## config.mk

```make
export PLATFORM = sky130hd
export DESIGN_NAME = mole_scheduler_flat
export DESIGN_NICKNAME = d
export VERILOG_FILES = /design/src/rtl/mole_scheduler_pkg.sv /design/src/rtl/mole_scheduler_if.sv /design/src/rtl/mole_scheduler_sat_counter8.sv /design/src/rtl/mole_scheduler.sv /design/src/flat_wrapper.sv
export SDC_FILE = /design/constraint.sdc
export NUM_CORES = 1
export LEC_CHECK = 0
export ABC_AREA = 1
export CAP_MARGIN = 25
export CORE_ASPECT_RATIO = 0.6
export CORE_UTILIZATION = 55
export DETAILED_ROUTE_END_ITERATION = 8
export GPL_TIMING_DRIVEN = 0
export PLACE_DENSITY = 0.85
export SYNTH_ARGS = -nofsm -noshare
export SYNTH_HDL_FRONTEND = slang
export SYNTH_SLANG_ARGS = --single-unit
```

## constraint.sdc

```tcl
create_clock -name clk -period 4.15 [get_ports clk]
set_input_delay 1.0375 -clock clk [delete_from_list [all_inputs] [get_ports clk]]
set_output_delay 1.0375 -clock clk [all_outputs]
set_load 0.005 [all_outputs]
```

## src/rtl/mole_scheduler_pkg.sv

```systemverilog
// mole_scheduler shared types and constants.
// State enum, hole count and rnd byte field positions.
package mole_scheduler_pkg;

  localparam int NUM_HOLES = 8;

  typedef enum logic [1:0] {
    ST_IDLE,
    ST_GAP,
    ST_UP,
    ST_SHOW
  } state_t;

  // rnd byte fields: mole position, visible time, gap time
  localparam int POS_HI = 2;
  localparam int POS_LO = 0;
  localparam int UP_HI  = 3;
  localparam int UP_LO  = 0;
  localparam int GAP_HI = 6;
  localparam int GAP_LO = 4;

  // next mole position, never equal to the previous one
  function automatic logic [2:0] next_pos(
    input logic [2:0] p,
    input logic [2:0] prev
  );
    return (p == prev) ? p + 3'd1 : p;
  endfunction

endpackage

```

## src/rtl/mole_scheduler_if.sv

```systemverilog
// mole_scheduler game-side bus.
// master drives enable/tick/rnd/btn_hit; slave drives mole and score outputs.
interface mole_scheduler_if;
  import mole_scheduler_pkg::*;

  logic                 enable;
  logic                 tick;
  logic [7:0]           rnd;
  logic [NUM_HOLES-1:0] btn_hit;
  logic [NUM_HOLES-1:0] mole_onehot;
  logic [2:0]           mole_idx;
  logic                 hit_flash;
  logic                 hit_pulse;
  logic                 miss_pulse;
  logic                 wrong_pulse;
  logic [7:0]           hit_count;
  logic [7:0]           miss_count;

  modport master (
    output enable, tick, rnd, btn_hit,
    input  mole_onehot, mole_idx, hit_flash,
    input  hit_pulse, miss_pulse, wrong_pulse,
    input  hit_count, miss_count
  );

  modport slave (
    input  enable, tick, rnd, btn_hit,
    output mole_onehot, mole_idx, hit_flash,
    output hit_pulse, miss_pulse, wrong_pulse,
    output hit_count, miss_count
  );

endinterface

```

## src/rtl/mole_scheduler_sat_counter8.sv

```systemverilog
// sat_counter8: 8-bit up counter, sync reset, sticks at 255.
// Ports: clk, rst, inc (count enable), count.
module sat_counter8 (
  input  logic       clk,
  input  logic       rst,
  input  logic       inc,
  output logic [7:0] count
);

  always_ff @(posedge clk) begin
    if (rst)
      count <= 8'd0;
    else if (inc && count != 8'hFF)
      count <= count + 8'd1;
  end

endmodule

```

## src/rtl/mole_scheduler.sv

```systemverilog
// mole_scheduler: picks mole hole, up/gap timing, resolves hits/misses.
// Ports: clk, rst (sync, active high), bus (slave side of mole_scheduler_if).
module mole_scheduler
  import mole_scheduler_pkg::*;
#(
  parameter int GAP_MIN    = 4,
  parameter int UP_MIN     = 8,
  parameter int SHOW_TICKS = 4,
  parameter int CNT_W      = 6
) (
  input logic            clk,
  input logic            rst,
  mole_scheduler_if.slave bus
);

  state_t               state_q, state_d;
  logic [CNT_W-1:0]     cnt_q, cnt_d;
  logic [NUM_HOLES-1:0] mole_q, mole_d;
  logic [2:0]           idx_q, idx_d;
  logic                 flash_q, flash_d;
  logic                 hit_q, hit_d;
  logic                 miss_q, miss_d;
  logic                 wrong_q, wrong_d;

  logic [CNT_W-1:0] gap_load;
  logic [CNT_W-1:0] up_load;
  logic [CNT_W-1:0] cnt_dec;
  logic [2:0]       pos;
  logic             hit;
  logic             last;
  logic             unused_rnd;

  assign unused_rnd = bus.rnd[7];

  assign gap_load = CNT_W'(GAP_MIN)
                  + CNT_W'(bus.rnd[GAP_HI:GAP_LO]);
  assign up_load  = CNT_W'(UP_MIN)
                  + CNT_W'(bus.rnd[UP_HI:UP_LO]);
  assign cnt_dec  = cnt_q - CNT_W'(1);
  assign pos      = next_pos(bus.rnd[POS_HI:POS_LO], idx_q);
  assign hit      = |(bus.btn_hit & mole_q);
  assign last     = bus.tick && (cnt_q == CNT_W'(1));

  always_ff @(posedge clk) begin
    if (rst) begin
      state_q <= ST_IDLE;
      cnt_q   <= '0;
      mole_q  <= '0;
      idx_q   <= '0;
      flash_q <= 1'b0;
      hit_q   <= 1'b0;
      miss_q  <= 1'b0;
      wrong_q <= 1'b0;
    end else begin
      state_q <= state_d;
      cnt_q   <= cnt_d;
      mole_q  <= mole_d;
      idx_q   <= idx_d;
      flash_q <= flash_d;
      hit_q   <= hit_d;
      miss_q  <= miss_d;
      wrong_q <= wrong_d;
    end
  end

  always_comb begin
    state_d = state_q;
    cnt_d   = cnt_q;
    mole_d  = mole_q;
    idx_d   = idx_q;
    flash_d = flash_q;
    hit_d   = 1'b0;
    miss_d  = 1'b0;
    wrong_d = 1'b0;

    if (!bus.enable) begin
      state_d = ST_IDLE;
      cnt_d   = '0;
      mole_d  = '0;
      flash_d = 1'b0;
    end else begin
      unique case (1'b1)
        (state_q == ST_IDLE): begin
          state_d = ST_GAP;
          cnt_d   = gap_load;
        end
        (state_q == ST_GAP): begin
          if (last) begin
            state_d = ST_UP;
            idx_d   = pos;
            mole_d  = NUM_HOLES'(1) << pos;
            cnt_d   = up_load;
          end else if (bus.tick) begin
            cnt_d = cnt_dec;
          end
        end
        (state_q == ST_UP): begin
          // a hit beats a same-cycle timeout
          if (hit) begin
            hit_d   = 1'b1;
            mole_d  = '0;
            flash_d = 1'b1;
            cnt_d   = CNT_W'(SHOW_TICKS);
            state_d = ST_SHOW;
          end else begin
            wrong_d = |bus.btn_hit;
            if (last) begin
              miss_d  = 1'b1;
              mole_d  = '0;
              cnt_d   = gap_load;
              state_d = ST_GAP;
            end else if (bus.tick) begin
              cnt_d = cnt_dec;
            end
          end
        end
        (state_q == ST_SHOW): begin
          if (last) begin
            flash_d = 1'b0;
            cnt_d   = gap_load;
            state_d = ST_GAP;
          end else if (bus.tick) begin
            cnt_d = cnt_dec;
          end
        end
        default: state_d = ST_IDLE;
      endcase
    end
  end

  sat_counter8 u_hits (
    .clk   (clk),
    .rst   (rst),
    .inc   (hit_d),
    .count (bus.hit_count)
  );

  sat_counter8 u_misses (
    .clk   (clk),
    .rst   (rst),
    .inc   (miss_d),
    .count (bus.miss_count)
  );

  assign bus.mole_onehot = mole_q;
  assign bus.mole_idx    = idx_q;
  assign bus.hit_flash   = flash_q;
  assign bus.hit_pulse   = hit_q;
  assign bus.miss_pulse  = miss_q;
  assign bus.wrong_pulse = wrong_q;

endmodule
```

## src/flat_wrapper.sv

```systemverilog
// flat-port wrapper written by rule: the top's interface ports become plain ports
module mole_scheduler_flat import mole_scheduler_pkg::*;
#(
  parameter int GAP_MIN    = 4,
  parameter int UP_MIN     = 8,
  parameter int SHOW_TICKS = 4,
  parameter int CNT_W      = 6
)
  (clk, rst, bus_enable, bus_tick, bus_rnd, bus_btn_hit, bus_mole_onehot, bus_mole_idx, bus_hit_flash, bus_hit_pulse, bus_miss_pulse, bus_wrong_pulse, bus_hit_count, bus_miss_count);
  mole_scheduler_if bus_i ();
  input logic clk;
  input logic rst;
  input wire logic [$bits(bus_i.enable)-1:0] bus_enable;
  input wire logic [$bits(bus_i.tick)-1:0] bus_tick;
  input wire logic [$bits(bus_i.rnd)-1:0] bus_rnd;
  input wire logic [$bits(bus_i.btn_hit)-1:0] bus_btn_hit;
  output wire logic [$bits(bus_i.mole_onehot)-1:0] bus_mole_onehot;
  output wire logic [$bits(bus_i.mole_idx)-1:0] bus_mole_idx;
  output wire logic [$bits(bus_i.hit_flash)-1:0] bus_hit_flash;
  output wire logic [$bits(bus_i.hit_pulse)-1:0] bus_hit_pulse;
  output wire logic [$bits(bus_i.miss_pulse)-1:0] bus_miss_pulse;
  output wire logic [$bits(bus_i.wrong_pulse)-1:0] bus_wrong_pulse;
  output wire logic [$bits(bus_i.hit_count)-1:0] bus_hit_count;
  output wire logic [$bits(bus_i.miss_count)-1:0] bus_miss_count;
  assign bus_i.enable = bus_enable;
  assign bus_i.tick = bus_tick;
  assign bus_i.rnd = bus_rnd;
  assign bus_i.btn_hit = bus_btn_hit;
  assign bus_mole_onehot = bus_i.mole_onehot;
  assign bus_mole_idx = bus_i.mole_idx;
  assign bus_hit_flash = bus_i.hit_flash;
  assign bus_hit_pulse = bus_i.hit_pulse;
  assign bus_miss_pulse = bus_i.miss_pulse;
  assign bus_wrong_pulse = bus_i.wrong_pulse;
  assign bus_hit_count = bus_i.hit_count;
  assign bus_miss_count = bus_i.miss_count;
  mole_scheduler #(.GAP_MIN(GAP_MIN), .UP_MIN(UP_MIN), .SHOW_TICKS(SHOW_TICKS), .CNT_W(CNT_W)) u_core (.clk(clk), .rst(rst), .bus(bus_i));
endmodule
```

==> flow_summary.toml <==
[finish]
final_cell_mix = "93 x nand2_1, 48 x clkdlybuf4s50_1, 40 x inv_1"
multiInputGateArea_mm2 = 0.001418
area_delta_synth_final_pct = 26.42
fill_cells = 341
nNetsFinal = 431
seqCellArea_um2 = 780.7
drive_above_1_share = 0.1166
layout_commonest_cell = "nand2_1"
diodes = 0

[global_route]
overflow = 0
grt_pass1_vias = 2139
grt_pass1_wl_mm = 9.522
grt_max_degree = 13
grt.total_usage = 0.2705
antenna_found_initial = 0

[timing]
max_freq_mhz = 409.5
max_slew.worst_pin.slew_ps = 512.1
tns_ps = 0
relSlewSlack = 0.6586
hold_viol_final = 0
period_share = 0.5885
layout_min_cycle_time_ps = 2442
finClkSkew_ps = 9.678
slew_violations = 0
finalWorstSetupSlack_ps = 1708
finalSetupViolCount = 0
rsz0062_at_grt = "false"

[floorplanning]
die-width_um = 87.63
core-area_mm2 = 0.004167
rows = 18
die-area_mm2 = 0.004678
start_util = 0.5808
pin_count = 51
die_y_um = 53.38

[logic_synthesis]
synth.area.top_cells = "dfxtp_1 32%, nand2_1 14%, inv_1 6.2%"
synth_ff_type = "dfxtp_1"
syn_area_mm2 = 0.002420
synth.avg_cell_area_um2 = 6.974
yosysWarnings = 0
synth_area_leader_cell = "dfxtp_1"
ys_seq_area_frac = 0.3226
synthArstFlopShare = 0
netlist.area_leader.share = 0.3226
syn_nets = 376
syn_inst = 347
synth-edff-count = 0
ys_seq_elements = 39
yosysUniqueCellTypes = 40

[cts]
post_cts_buffers = 0
clk_path_buf_depth = 2
cts_tree = "built"
cts.sinks = 39
clk-insertion-delay-late_ps = 300
cts_resized = 0
ctsHoldBuffers = 0
htreeDepth = 2
clk_pin_slew_ps = 80
cts_buffers = 5
clockRootBuffer = "clkbuf_8"

[power]
ir_drop_v = 0.0001958
p_leak_nw = 1.282
power_density_mw_per_mm2 = 258.8

[placed_design]
hpwl_mm = 4.431
io_buffers = 48
dp_slack_ps = 1430
place.gp.congestion = 0.8931

[flow_run]
cap_viol_max_count = 0

[routing]
post-route-drc-count = 0
drtPass1Iterations = 4
ant_nets = 0
drt-wirelength-per-cell_um = 12.43
drt_iter0_drc = 134
via_per_inst = 5.266
vias = 2438
finalWirelength_mm = 5.755

[setup_path]
worst_ep_arrival_time_ps = 2640
worst_ep_required_time_ps = 4350
worst_setup_path_end_kind = "flip-flop"
worstPathMaxFanout = 5
startpoint_type = "input port"
path_class = "in -> reg"

[outcome]
status = "finished clean"

[worst_hold_path]
min-delay-path-class = "reg -> reg"
==> layer usage <==
| layer | vias to the layer above | track usage | wire, um |
|---|---|---|---|
| met5 | - | 0 | 0 |
| li1 | 1245 | - | - |
| met3 | 9 | 0.05616 | 336 |
| met2 | 72 | 0.4167 | 2428 |
| met1 | 1112 | 0.3827 | 2945 |
| met4 | 0 | 0.07104 | 44 |
==> registers in the layout (all words and copies together) (netlist names) <==
name	flops
u_core.bus.hit_pulse	1
u_core.cnt_q	6
u_core.u_hits.count	8
u_core.state_q	2
u_core.u_misses.count	8
u_core.bus.miss_pulse	1
u_core.bus.mole_idx	3
u_core.bus.hit_flash	1
u_core.bus.wrong_pulse	1
u_core.bus.mole_onehot	8
==> kinds of logic (layout without fill, tap and decap cells) <==
| group | after synthesis | in the layout | synth area share |
|---|---|---|---|
| adders and majority gates | 9 | 9 | 0.04654 |
| and+or+nand+nor | 176 | 176 | 0.3418 |
| xor gates and xnor gates | 11 | 11 | 0.04292 |
| buffers and inverters | 52 | 108 | 0.09152 |
| DFF | 39 | 39 | 0.3226 |
| AOI/OAI and AO/OA | 60 | 60 | 0.1546 |
==> worst max-delay path: stages <==
cell and delay (ps):
clkdlybuf4s50_1 480, nand2_1 50, nand2_1 60, nor2_1 50, nand2_1 150, nand2_1 150
inv_1 120, nand2_2 100, nor2_2 200, nand3_1 120, nand2_1 70, nor2_1 40
==> power breakdown <==
| part | leakage, nW | switching, mW | internal [mW] |
|---|---|---|---|
| combinational | 0.919 | 0.0896 | 0.0604 |
| clock | 0.0477 | 0.137 | 0.115 |
| sequential | 0.315 | 0.00806 | 0.381 |
| total | 1.28 | 0.235 | 0.557 |
==> stage by stage <==
stage                     std cells  hold slack (ps)  area [um2]  total power, mW    util
final                           463            479.2        3059           0.7918  0.7342
after global placement          455            454.9        2975           0.5418  0.7141
after global routing            463            512.5        3059           0.8284  0.7342
after detailed placement        455            470.3        2975           0.5454  0.7141
after CTS                       463            479.9        3059           0.7937  0.7342
after floorplan                 347            458.6        2420           0.4948       -
==> worst paths after layout <==
path	start	end	slack [ps]	cells after the start
min	u_core.bus.hit_flash	u_core.bus.hit_flash	480	2
max reg2reg	u_core.state_q[0]	u_core.cnt_q[2]	2320	9
min reg2reg	u_core.bus.hit_flash	u_core.bus.hit_flash	480	2
max	bus_btn_hit[3]	u_core.u_hits.count[5]	1710	12
==> cell usage after synthesis (all sizes together) (3+ instances only) <==
cell type  number
ha              9
nor3            5
nand4           7
xor2            4
o211ai          6
nor4            3
nand3          26
inv            44
a21oi          33
nor2           35
buf             4
nand2          97
xnor2           7
dfxtp          39
o21ai          17
==> final cells by class <==
class	count	share of cell area
multi-input combinational	256	0.4634
sequential	39	0.2552
timing repair buffer	48	0.1571
inverter	46	0.05930
tap	60	0.02454
clock buffer	5	0.02249
buffer	6	0.01309
clock inverter	3	0.004908
Power figures use the tool's default switching activity.
